### src/rtl/spi_rx_pkg.sv
// Purpose : shared types and width helpers for the SPI packet receiver.
// Latency : n/a (package, no logic).
// Backpressure: n/a.
// Contents: FSM state enum, default widths, clog2 and counter-width helpers.
package spi_rx_pkg;

  localparam int DEF_ADDR_W = 8;
  localparam int DEF_DATA_W = 16;
  localparam int DEF_NUM_CH = 4;

  typedef enum logic [1:0] {
    ST_IDLE   = 2'd0,
    ST_SHIFT  = 2'd1,
    ST_COMMIT = 2'd2
  } state_t;

  function automatic int clog2(input int value);
    int w;
    w = 0;
    for (int v = value - 1; v > 0; v = v >> 1) w++;
    return w;
  endfunction

  // Bit counter must hold 0..PACKET_W+1 so an over-long frame stays visible.
  function automatic int cnt_width(input int packet_w);
    return clog2(packet_w + 2);
  endfunction

endpackage

### src/rtl/spi_packet_rx_if.sv
// Purpose : bundles the SPI pins and the channel/commit outputs of spi_packet_rx.
// Latency : n/a (wiring only).
// Backpressure: none; commit outputs are pulses, host paces frames.
// Modports: master = host/consumer side, slave = receiver side.
interface spi_packet_rx_if
  import spi_rx_pkg::*;
#(
  parameter int ADDR_W = DEF_ADDR_W,
  parameter int DATA_W = DEF_DATA_W,
  parameter int NUM_CH = DEF_NUM_CH
);

  logic                     cs;
  logic                     sck;
  logic                     sdi;
  logic                     sdo;
  logic [NUM_CH*DATA_W-1:0] ch_data;
  logic                     wr_valid;
  logic [ADDR_W-1:0]        wr_addr;
  logic [DATA_W-1:0]        wr_data;
  logic                     frame_err;
  logic                     addr_err;

  modport master (
    output cs, sck, sdi,
    input  sdo, ch_data, wr_valid, wr_addr, wr_data, frame_err, addr_err
  );

  modport slave (
    input  cs, sck, sdi,
    output sdo, ch_data, wr_valid, wr_addr, wr_data, frame_err, addr_err
  );

endinterface

### src/rtl/spi_packet_rx_sync_edge.sv
// Purpose : 2-flop synchroniser with optional rise/fall pulses from a third flop.
// Latency : q follows d after 2 clk edges; rise/fall pulse in the same cycle q changes.
// Backpressure: none.
// Ports: clk, reset (sync, active-low), d (async in), q (synced), rise/fall (1-cycle pulses).
module sync_edge #(
  parameter bit EDGE_EN = 1'b1
) (
  input  logic clk,
  input  logic reset,
  input  logic d,
  output logic q,
  output logic rise,
  output logic fall
);

  logic s1;
  logic s2;

  always_ff @(posedge clk) begin
    if (!reset) begin
      s1 <= 1'b0;
      s2 <= 1'b0;
    end else begin
      s1 <= d;
      s2 <= s1;
    end
  end

  assign q = s2;

  if (EDGE_EN) begin : g_edge
    logic s3;
    always_ff @(posedge clk) begin
      if (!reset) s3 <= 1'b0;
      else        s3 <= s2;
    end
    assign rise = s2 & ~s3;
    assign fall = ~s2 & s3;
  end else begin : g_no_edge
    assign rise = 1'b0;
    assign fall = 1'b0;
  end

endmodule

### src/rtl/spi_packet_rx.sv
// Purpose : SPI slave that shifts in {addr,data} packets and commits data to NUM_CH channel regs.
// Latency : commit pulses and channel update land on the 3rd clk edge that samples cs low.
// Backpressure: none; host must keep sck phases >= 2 clk and leave a gap after cs falls.
// Ports: clk, reset (sync, active-low), bus (spi_packet_rx_if.slave: cs/sck/sdi in;
//        sdo, ch_data, wr_valid, wr_addr, wr_data, frame_err, addr_err out).
// Build option: define SPI_READBACK_EN to shift the addressed channel's old value out on sdo.
module spi_packet_rx
  import spi_rx_pkg::*;
#(
  parameter int              ADDR_W   = DEF_ADDR_W,
  parameter int              DATA_W   = DEF_DATA_W,
  parameter int              NUM_CH   = DEF_NUM_CH,
  parameter logic [DATA_W-1:0] CH_RESET = '0
) (
  input  logic            clk,
  input  logic            reset,
  spi_packet_rx_if.slave  bus
);

  localparam int PACKET_W = ADDR_W + DATA_W;
  localparam int CNT_W    = cnt_width(PACKET_W);
  localparam logic [CNT_W-1:0]  CNT_FULL  = CNT_W'(PACKET_W);
  localparam logic [CNT_W-1:0]  CNT_SAT   = CNT_W'(PACKET_W + 1);
  localparam logic [CNT_W-1:0]  CNT_ADDR  = CNT_W'(ADDR_W);
  localparam logic [ADDR_W:0]   NUM_CH_X  = (ADDR_W + 1)'(NUM_CH);

  logic cs_q, cs_rise, cs_fall;
  logic sck_q, sck_rise, sck_fall;
  logic sdi_q, sdi_rise, sdi_fall;

  sync_edge #(.EDGE_EN(1'b1)) u_cs (
    .clk(clk), .reset(reset), .d(bus.cs), .q(cs_q), .rise(cs_rise), .fall(cs_fall)
  );
  sync_edge #(.EDGE_EN(1'b1)) u_sck (
    .clk(clk), .reset(reset), .d(bus.sck), .q(sck_q), .rise(sck_rise), .fall(sck_fall)
  );
  sync_edge #(.EDGE_EN(1'b0)) u_sdi (
    .clk(clk), .reset(reset), .d(bus.sdi), .q(sdi_q), .rise(sdi_rise), .fall(sdi_fall)
  );

  state_t              state;
  logic [CNT_W-1:0]    cnt;
  logic [PACKET_W-1:0] sh;
  logic [DATA_W-1:0]   ch [NUM_CH];
  logic                wr_valid_reg;
  logic                frame_err_reg;
  logic                addr_err_reg;
  logic [ADDR_W-1:0]   wr_addr_reg;
  logic [DATA_W-1:0]   wr_data_reg;
  // After reset the synchroniser holds reset zeros, not samples; prime counts
  // until every stage holds a real sample, and armed then waits for a genuine
  // low on cs so a cs already high at release never looks like a new frame.
  logic [1:0]          prime;
  logic                armed;

  logic [ADDR_W-1:0]   pkt_addr;
  logic [DATA_W-1:0]   pkt_data;
  logic                addr_ok;

  assign pkt_addr = sh[PACKET_W-1 -: ADDR_W];
  assign pkt_data = sh[DATA_W-1:0];
  assign addr_ok  = {1'b0, pkt_addr} < NUM_CH_X;

  always_ff @(posedge clk) begin
    if (!reset) begin
      state         <= ST_IDLE;
      cnt           <= '0;
      sh            <= '0;
      wr_valid_reg  <= 1'b0;
      frame_err_reg <= 1'b0;
      addr_err_reg  <= 1'b0;
      wr_addr_reg   <= '0;
      wr_data_reg   <= '0;
      prime         <= '0;
      armed         <= 1'b0;
      for (int i = 0; i < NUM_CH; i++) ch[i] <= CH_RESET;
    end else begin
      wr_valid_reg  <= 1'b0;
      frame_err_reg <= 1'b0;
      addr_err_reg  <= 1'b0;
      if (prime != 2'd3) prime <= prime + 2'd1;
      if (prime == 2'd3 && !cs_q) armed <= 1'b1;

      case (state)
        ST_IDLE: begin
          if (cs_rise && armed) begin
            state <= ST_SHIFT;
            cnt   <= '0;
            sh    <= '0;
          end
        end
        ST_SHIFT: begin
          // Frame end wins over a coincident sck edge; the commit result is
          // registered here so it is visible during the COMMIT cycle.
          if (cs_fall) begin
            state       <= ST_COMMIT;
            wr_addr_reg <= pkt_addr;
            wr_data_reg <= pkt_data;
            if (cnt != CNT_FULL) begin
              frame_err_reg <= 1'b1;
            end else if (!addr_ok) begin
              addr_err_reg <= 1'b1;
            end else begin
              wr_valid_reg <= 1'b1;
              for (int i = 0; i < NUM_CH; i++) begin
                if ({1'b0, pkt_addr} == (ADDR_W + 1)'(i)) ch[i] <= pkt_data;
              end
            end
          end else if (sck_rise) begin
            sh <= {sh[PACKET_W-2:0], sdi_q};
            if (cnt != CNT_SAT) cnt <= cnt + 1'b1;
          end
        end
        ST_COMMIT: begin
          state <= ST_IDLE;
          cnt   <= '0;
        end
        default: state <= ST_IDLE;
      endcase
    end
  end

  for (genvar g = 0; g < NUM_CH; g++) begin : g_flat
    assign bus.ch_data[g*DATA_W +: DATA_W] = ch[g];
  end

  assign bus.wr_valid  = wr_valid_reg;
  assign bus.frame_err = frame_err_reg;
  assign bus.addr_err  = addr_err_reg;
  assign bus.wr_addr   = wr_addr_reg;
  assign bus.wr_data   = wr_data_reg;

`ifdef SPI_READBACK_EN
  logic [DATA_W-1:0] rb_sh;
  logic [DATA_W-1:0] rb_sel;

  // While cnt == ADDR_W the low bits of sh are exactly the address field.
  always_comb begin
    rb_sel = '0;
    for (int i = 0; i < NUM_CH; i++) begin
      if ({1'b0, sh[ADDR_W-1:0]} == (ADDR_W + 1)'(i)) rb_sel = ch[i];
    end
  end

  // Load on the sck fall that follows the last address bit so the MSB is
  // stable before the first data-bit rising edge; later falls advance it.
  always_ff @(posedge clk) begin
    if (!reset) begin
      rb_sh <= '0;
    end else if (state != ST_SHIFT) begin
      rb_sh <= '0;
    end else if (sck_fall) begin
      if (cnt == CNT_ADDR) rb_sh <= rb_sel;
      else                 rb_sh <= {rb_sh[DATA_W-2:0], 1'b0};
    end
  end

  assign bus.sdo = (state == ST_SHIFT) ? rb_sh[DATA_W-1] : 1'b0;

  logic unused_sync;
  assign unused_sync = ^{sck_q, sdi_rise, sdi_fall};
`else
  assign bus.sdo = 1'b0;

  logic unused_sync;
  assign unused_sync = ^{sck_q, sck_fall, sdi_rise, sdi_fall};
`endif

endmodule

### src/flat_wrapper.sv
// flat-port wrapper written by rule: the top's interface ports become plain ports
module spi_packet_rx_flat import spi_rx_pkg::*;
#(
  parameter int              ADDR_W   = DEF_ADDR_W,
  parameter int              DATA_W   = DEF_DATA_W,
  parameter int              NUM_CH   = DEF_NUM_CH,
  parameter logic [DATA_W-1:0] CH_RESET = '0
)
  (clk, reset, bus_cs, bus_sck, bus_sdi, bus_sdo, bus_ch_data, bus_wr_valid, bus_wr_addr, bus_wr_data, bus_frame_err, bus_addr_err);
  spi_packet_rx_if #(.ADDR_W(ADDR_W), .DATA_W(DATA_W), .NUM_CH(NUM_CH)) bus_i ();
  input  logic clk;
  input  logic reset;
  input wire logic [$bits(bus_i.cs)-1:0] bus_cs;
  input wire logic [$bits(bus_i.sck)-1:0] bus_sck;
  input wire logic [$bits(bus_i.sdi)-1:0] bus_sdi;
  output wire logic [$bits(bus_i.sdo)-1:0] bus_sdo;
  output wire logic [$bits(bus_i.ch_data)-1:0] bus_ch_data;
  output wire logic [$bits(bus_i.wr_valid)-1:0] bus_wr_valid;
  output wire logic [$bits(bus_i.wr_addr)-1:0] bus_wr_addr;
  output wire logic [$bits(bus_i.wr_data)-1:0] bus_wr_data;
  output wire logic [$bits(bus_i.frame_err)-1:0] bus_frame_err;
  output wire logic [$bits(bus_i.addr_err)-1:0] bus_addr_err;
  assign bus_i.cs = bus_cs;
  assign bus_i.sck = bus_sck;
  assign bus_i.sdi = bus_sdi;
  assign bus_sdo = bus_i.sdo;
  assign bus_ch_data = bus_i.ch_data;
  assign bus_wr_valid = bus_i.wr_valid;
  assign bus_wr_addr = bus_i.wr_addr;
  assign bus_wr_data = bus_i.wr_data;
  assign bus_frame_err = bus_i.frame_err;
  assign bus_addr_err = bus_i.addr_err;
  spi_packet_rx #(.ADDR_W(ADDR_W), .DATA_W(DATA_W), .NUM_CH(NUM_CH), .CH_RESET(CH_RESET)) u_core (.clk(clk), .reset(reset), .bus(bus_i));
endmodule
### config.mk
export PLATFORM = sky130hd
export DESIGN_NAME = spi_packet_rx_flat
export DESIGN_NICKNAME = d
export VERILOG_FILES = /design/src/rtl/spi_rx_pkg.sv /design/src/rtl/spi_packet_rx_if.sv /design/src/rtl/spi_packet_rx_sync_edge.sv /design/src/rtl/spi_packet_rx.sv /design/src/flat_wrapper.sv
export SDC_FILE = /design/constraint.sdc
export NUM_CORES = 1
export LEC_CHECK = 0
export CAP_MARGIN = 15
export CORE_ASPECT_RATIO = 0.5
export CORE_MARGIN = 5
export CORE_UTILIZATION = 52
export CTS_CLUSTER_DIAMETER = 200
export CTS_CLUSTER_SIZE = 8
export DETAILED_ROUTE_END_ITERATION = 16
export PLACE_DENSITY_LB_ADDON = 0.2
export SLEW_MARGIN = 20
export SYNTH_ARGS = -nofsm -noshare
export SYNTH_HDL_FRONTEND = slang
export SYNTH_HIERARCHICAL = 1
export SYNTH_SLANG_ARGS = --single-unit
### constraint.sdc
create_clock -name clk -period 3.45 [get_ports clk]
set_input_delay 0.345 -clock clk [delete_from_list [all_inputs] [get_ports clk]]
set_output_delay 0.345 -clock clk [all_outputs]
set_load 0.03 [all_outputs]
[Yosys cells after proc, flatten, opt, wreduce, memory -nomap -nowiden]
Memory sizes are Yosys's and may differ from the RTL's.
Index checks and enable logic that the tools add are counted.
Word-level totals
  bits in registers: 69
  bits in writable memories: 64
  output and inout bits: 92
  word-level logic and storage cells: 110
  memories: 1
Operators by class
  add/subtract/negate cells: 2
  $lt $le $gt $ge: 1
  equality and inequality tests: 14
  mux-type cells: 48
  bitwise gates (word level): 13
  reductions and logical operators: 13
Memories
  u_core.ch: depth 4, bits a word 16, rd ports 4, clocked after Yosys merged registers in 0, write ports 4, line spi_packet_rx.sv:44  | logic [DATA_W-1:0] ch [NUM_CH];
Operators by type and width (count)
  24-bit 2-to-1 mux: 3
  16-bit 2-to-1 mux: 4
  24-bit case mux with 2 select lines: 1
  1-bit 2-to-1 mux: 32
  5-bit 2-to-1 mux: 4
  8-bit by 2-bit == test with 1-bit output, second input constant: 2
  5-bit case mux with 3 select lines: 1
  5-bit inequality test, second input constant: 2
  8-bit by 1-bit == test with 1-bit output, second input constant: 1
  8-bit zero test: 1
  8-bit by 3-bit < comparator with 1-bit output, second input constant: 1
  2-bit by 1-bit inequality test with 1-bit output, second input constant: 4
  1-bit NOT: 6
  5-bit by 1-bit adder with 5-bit output, second input constant: 1
  5-bit AND reduction: 1
  2-bit == test, second input constant: 2
  2-bit 2-to-1 mux: 2
  2-bit inequality test, second input constant: 2
  1-bit bitwise OR: 4
  2-bit case mux with 2 select lines: 1
  2-bit AND reduction: 2
  4-bit AND reduction: 1
  4-bit OR reduction: 1
  1-bit AND: 3
  8 further kinds: 9

[Longest topological paths before layout]
  depth in word-level cells: 9
  mapped depth: 8
  gate-level depth less buffers: 5

[Hierarchy]
Netlist, hierarchy kept.
Modules (own cells, without submodules)
  spi_packet_rx: times used 1, cells each 432, area an instance 4984.8 µm², seq. area each 3143.0 µm²
  sync_edge at u_core.u_cs ...: times used 2, cells each 8, area an instance 91.3 µm², seq. area each 60.1 µm²
  sync_edge at u_core.u_sdi: times used 1, cells each 7, area an instance 71.3 µm², seq. area each 40.0 µm²

[Worst setup path before layout]
OpenSTA, ideal clock, no wires.
  path kind: flip-flop to flip-flop
  from: reg u_core.u_cs.g_edge.s3
  to: mem u_core/ch[3][0] in the netlist's numbering (enable)
  setup time: 411 ps
  arrival time: 2338 ps
  slack: 700 ps
  cell stages (with the launch flop): 8
  path buffers: 3
  cells stage by stage: dfxtp_1 nor2b_1 buf_2 and3b_1 buf_4 nand4_4 buf_6 o21ai_0
RTL lines
  start, declared: line spi_packet_rx_sync_edge.sv:32  | logic s3;
  start signal, assigned: line spi_packet_rx_sync_edge.sv:34  | if (!reset) s3 <= 1'b0;
  start signal, assigned: line spi_packet_rx_sync_edge.sv:35  | else s3 <= s2;
  end, declared: line spi_packet_rx.sv:44

==> results.py <==
metrics = {
    "run_status": {
        "status": "finished, final reports clean",
    },
    "floorplanning": {
        "die_x_microns": 152,
        "fp-row-count": 25,
        "ioPinCount": 97,
        "initial_core_util": 0.543,
        "fp.dieH_microns": 80.8,
        "coreArea_sq_um": 9600,
        "design.die.area_sq_um": 12300,
    },
    "global_routing": {
        "grt_max_degree": 50,
        "grtUsageTotal": 0.205,
        "grt_pass1_vias": 3516,
        "antenna_found_initial": 0,
        "grt_pass1_wl_microns": 18700,
        "gr-total-overflow": 0,
    },
    "final_layout": {
        "final_nets": 547,
        "design_area_sq_um": 6820,
        "diodes": 0,
        "fill_cells": 710,
        "multi_input_area_sq_um": 1720,
        "final_cells": 686,
        "syn_to_final_growth_pct": 30.8,
        "largest_register_ffs": 64,
        "layout-drive-gt1-share": 0.118,
        "final-seq-area_sq_um": 3300,
    },
    "power": {
        "leakage_nw": 2.18,
        "intPower_w": 0.00294,
        "combPwrFrac": 0.061,
        "p_sw_w": 0.000843,
        "power.density_nw_per_um2": 555,
        "seq_power_share": 0.455,
        "irDropWorstVdd_mv": 0.390,
        "sw_frac_of_total": 0.223,
        "clockPowerShare": 0.484,
    },
    "routing": {
        "drc": 0,
        "wirelength_microns": 11900,
        "via_count": 3673,
        "via_per_inst": 5.35,
        "firstDrtPassIters": 4,
        "first_iter_violations": 280,
        "antenna_left": 0,
        "wire_per_inst_microns": 17.3,
    },
    "yosys": {
        "syn_area_sq_um": 5210,
        "ys_warn_count": 6,
        "syn_nets": 460,
        "synthCells": 451,
        "syn_area_per_cell_sq_um": 11.6,
    },
    "timing": {
        "setup_tns_ps": 0,
        "finalSetupViolations": 0,
        "maxSlewViolCount": 0,
        "rsz0062_at_grt": "false",
        "fin_skew_ps": 6.43,
        "min_period_ps": 2410,
        "slew_headroom": 0.338,
        "hold_violations": 0,
        "maxClockFrequency_mhz": 415,
        "worst_slew_pin_slew_ps": 990,
        "period_share": 0.698,
    },
    "placed_design": {
        "placed_cells": 654,
        "dp_hpwl_microns": 7800,
        "placed_area_sq_um": 6210,
        "io_buffers": 95,
        "gp_congestion": 0.809,
    },
    "clocking": {
        "cts_made_buffers": 17,
        "cts_htree_levels": 4,
        "clock-sinks": 133,
        "clock_path_buffers": 2,
        "cts_resized": 0,
        "cts_tree": "done",
        "cts_hold_buf": 0,
        "path_clk_slew_ps": 60,
        "cts_root_buffer": "clkbuf_16",
        "post-cts-setup-buffers": 0,
        "clk_latency_ps": 410,
    },
    "worst_setup_path": {
        "arrival_ps": 2640,
        "cp-start-kind": "flop",
        "end_kind": "flop",
        "critPathMaxFanout": 38,
        "worst-setup-path-type": "reg2reg",
        "crit_required_ps": 3680,
    },
    "run": {
        "max-cap-violations": 0,
    },
    "min_path": {
        "hold_class": "in2reg",
    },
}
==> area by class of cell <==
cell class              count  share of cell area
clock buffers              18              0.0629
clock inverters            14              0.0262
inverters                   3             0.00165
multi-input cells         280               0.252
flip-flops and latches    133               0.484
well taps                 135              0.0248
repair buffers            103               0.148
==> per-layer routing <==
metal,global-route usage,vias up,share of wire
li1,-,1783,-
met1,0.261,1753,0.42
met2,0.333,128,0.48
met3,0.0619,9,0.088
met4,0.0815,0,0.011
met5,0,-,0
==> placed cells by master (no fill, tap or decap), drive strengths merged, types with 10 or more instances in the layout <==
| cell | n |
|---|---|
| clkbuf | 18 |
| a21boi | 25 |
| o22ai | 10 |
| dfxtp | 69 |
| and2 | 11 |
| clkdlybuf4s50 | 94 |
| nor3 | 64 |
| nand2 | 92 |
| edfxtp | 64 |
| mux2i | 18 |
==> critical path, stage by stage (launching register included) <==
cell,delay [ps]
dfxtp_1,320
nor2b_1,400
and3b_1,310
nand4_4,450
buf_4,460
nor3_1,260
==> final timing paths <==
path	endpoint	cells after the start	from	slack [ps]
max reg2reg	u_core/ch[1][14]	5	u_core/u_cs/g_edge.s3	1040
min	u_core/sh[23]	3	reset	360
min reg2reg	u_core/u_sck/q	1	u_core/u_sck/s1	430
max	u_core/ch[1][14]	5	u_core/u_cs/g_edge.s3	1040
==> metrics by stage <==
| step | utilization | total power [W] | setup slack, ps | hold WS (ps) |
|---|---|---|---|---|
| 2_1_floorplan | - | 0.00189 | 700 | 412 |
| 3_3_place_gp | 0.647 | 0.00198 | 1190 | 419 |
| 3_5_place_dp | 0.647 | 0.00199 | 1090 | 418 |
| 4_1_cts | 0.710 | 0.00382 | 1060 | 343 |
| 5_1_grt | 0.710 | 0.00391 | 835 | 375 |
| 6_report | 0.710 | 0.00378 | 1040 | 361 |
==> power by group through the flow <==
stage | clock network [W] | logic [W] | registers, W
global route | 0.00194 | 0.000244 | 0.00173
global placement | 0 | 0.000227 | 0.00176
finish | 0.00183 | 0.000230 | 0.00172
detailed placement | 0 | 0.000231 | 0.00176
CTS | 0.00186 | 0.000232 | 0.00172
floorplan | 0 | 0.0000528 | 0.00183
(Power assumes the default switching activity.)
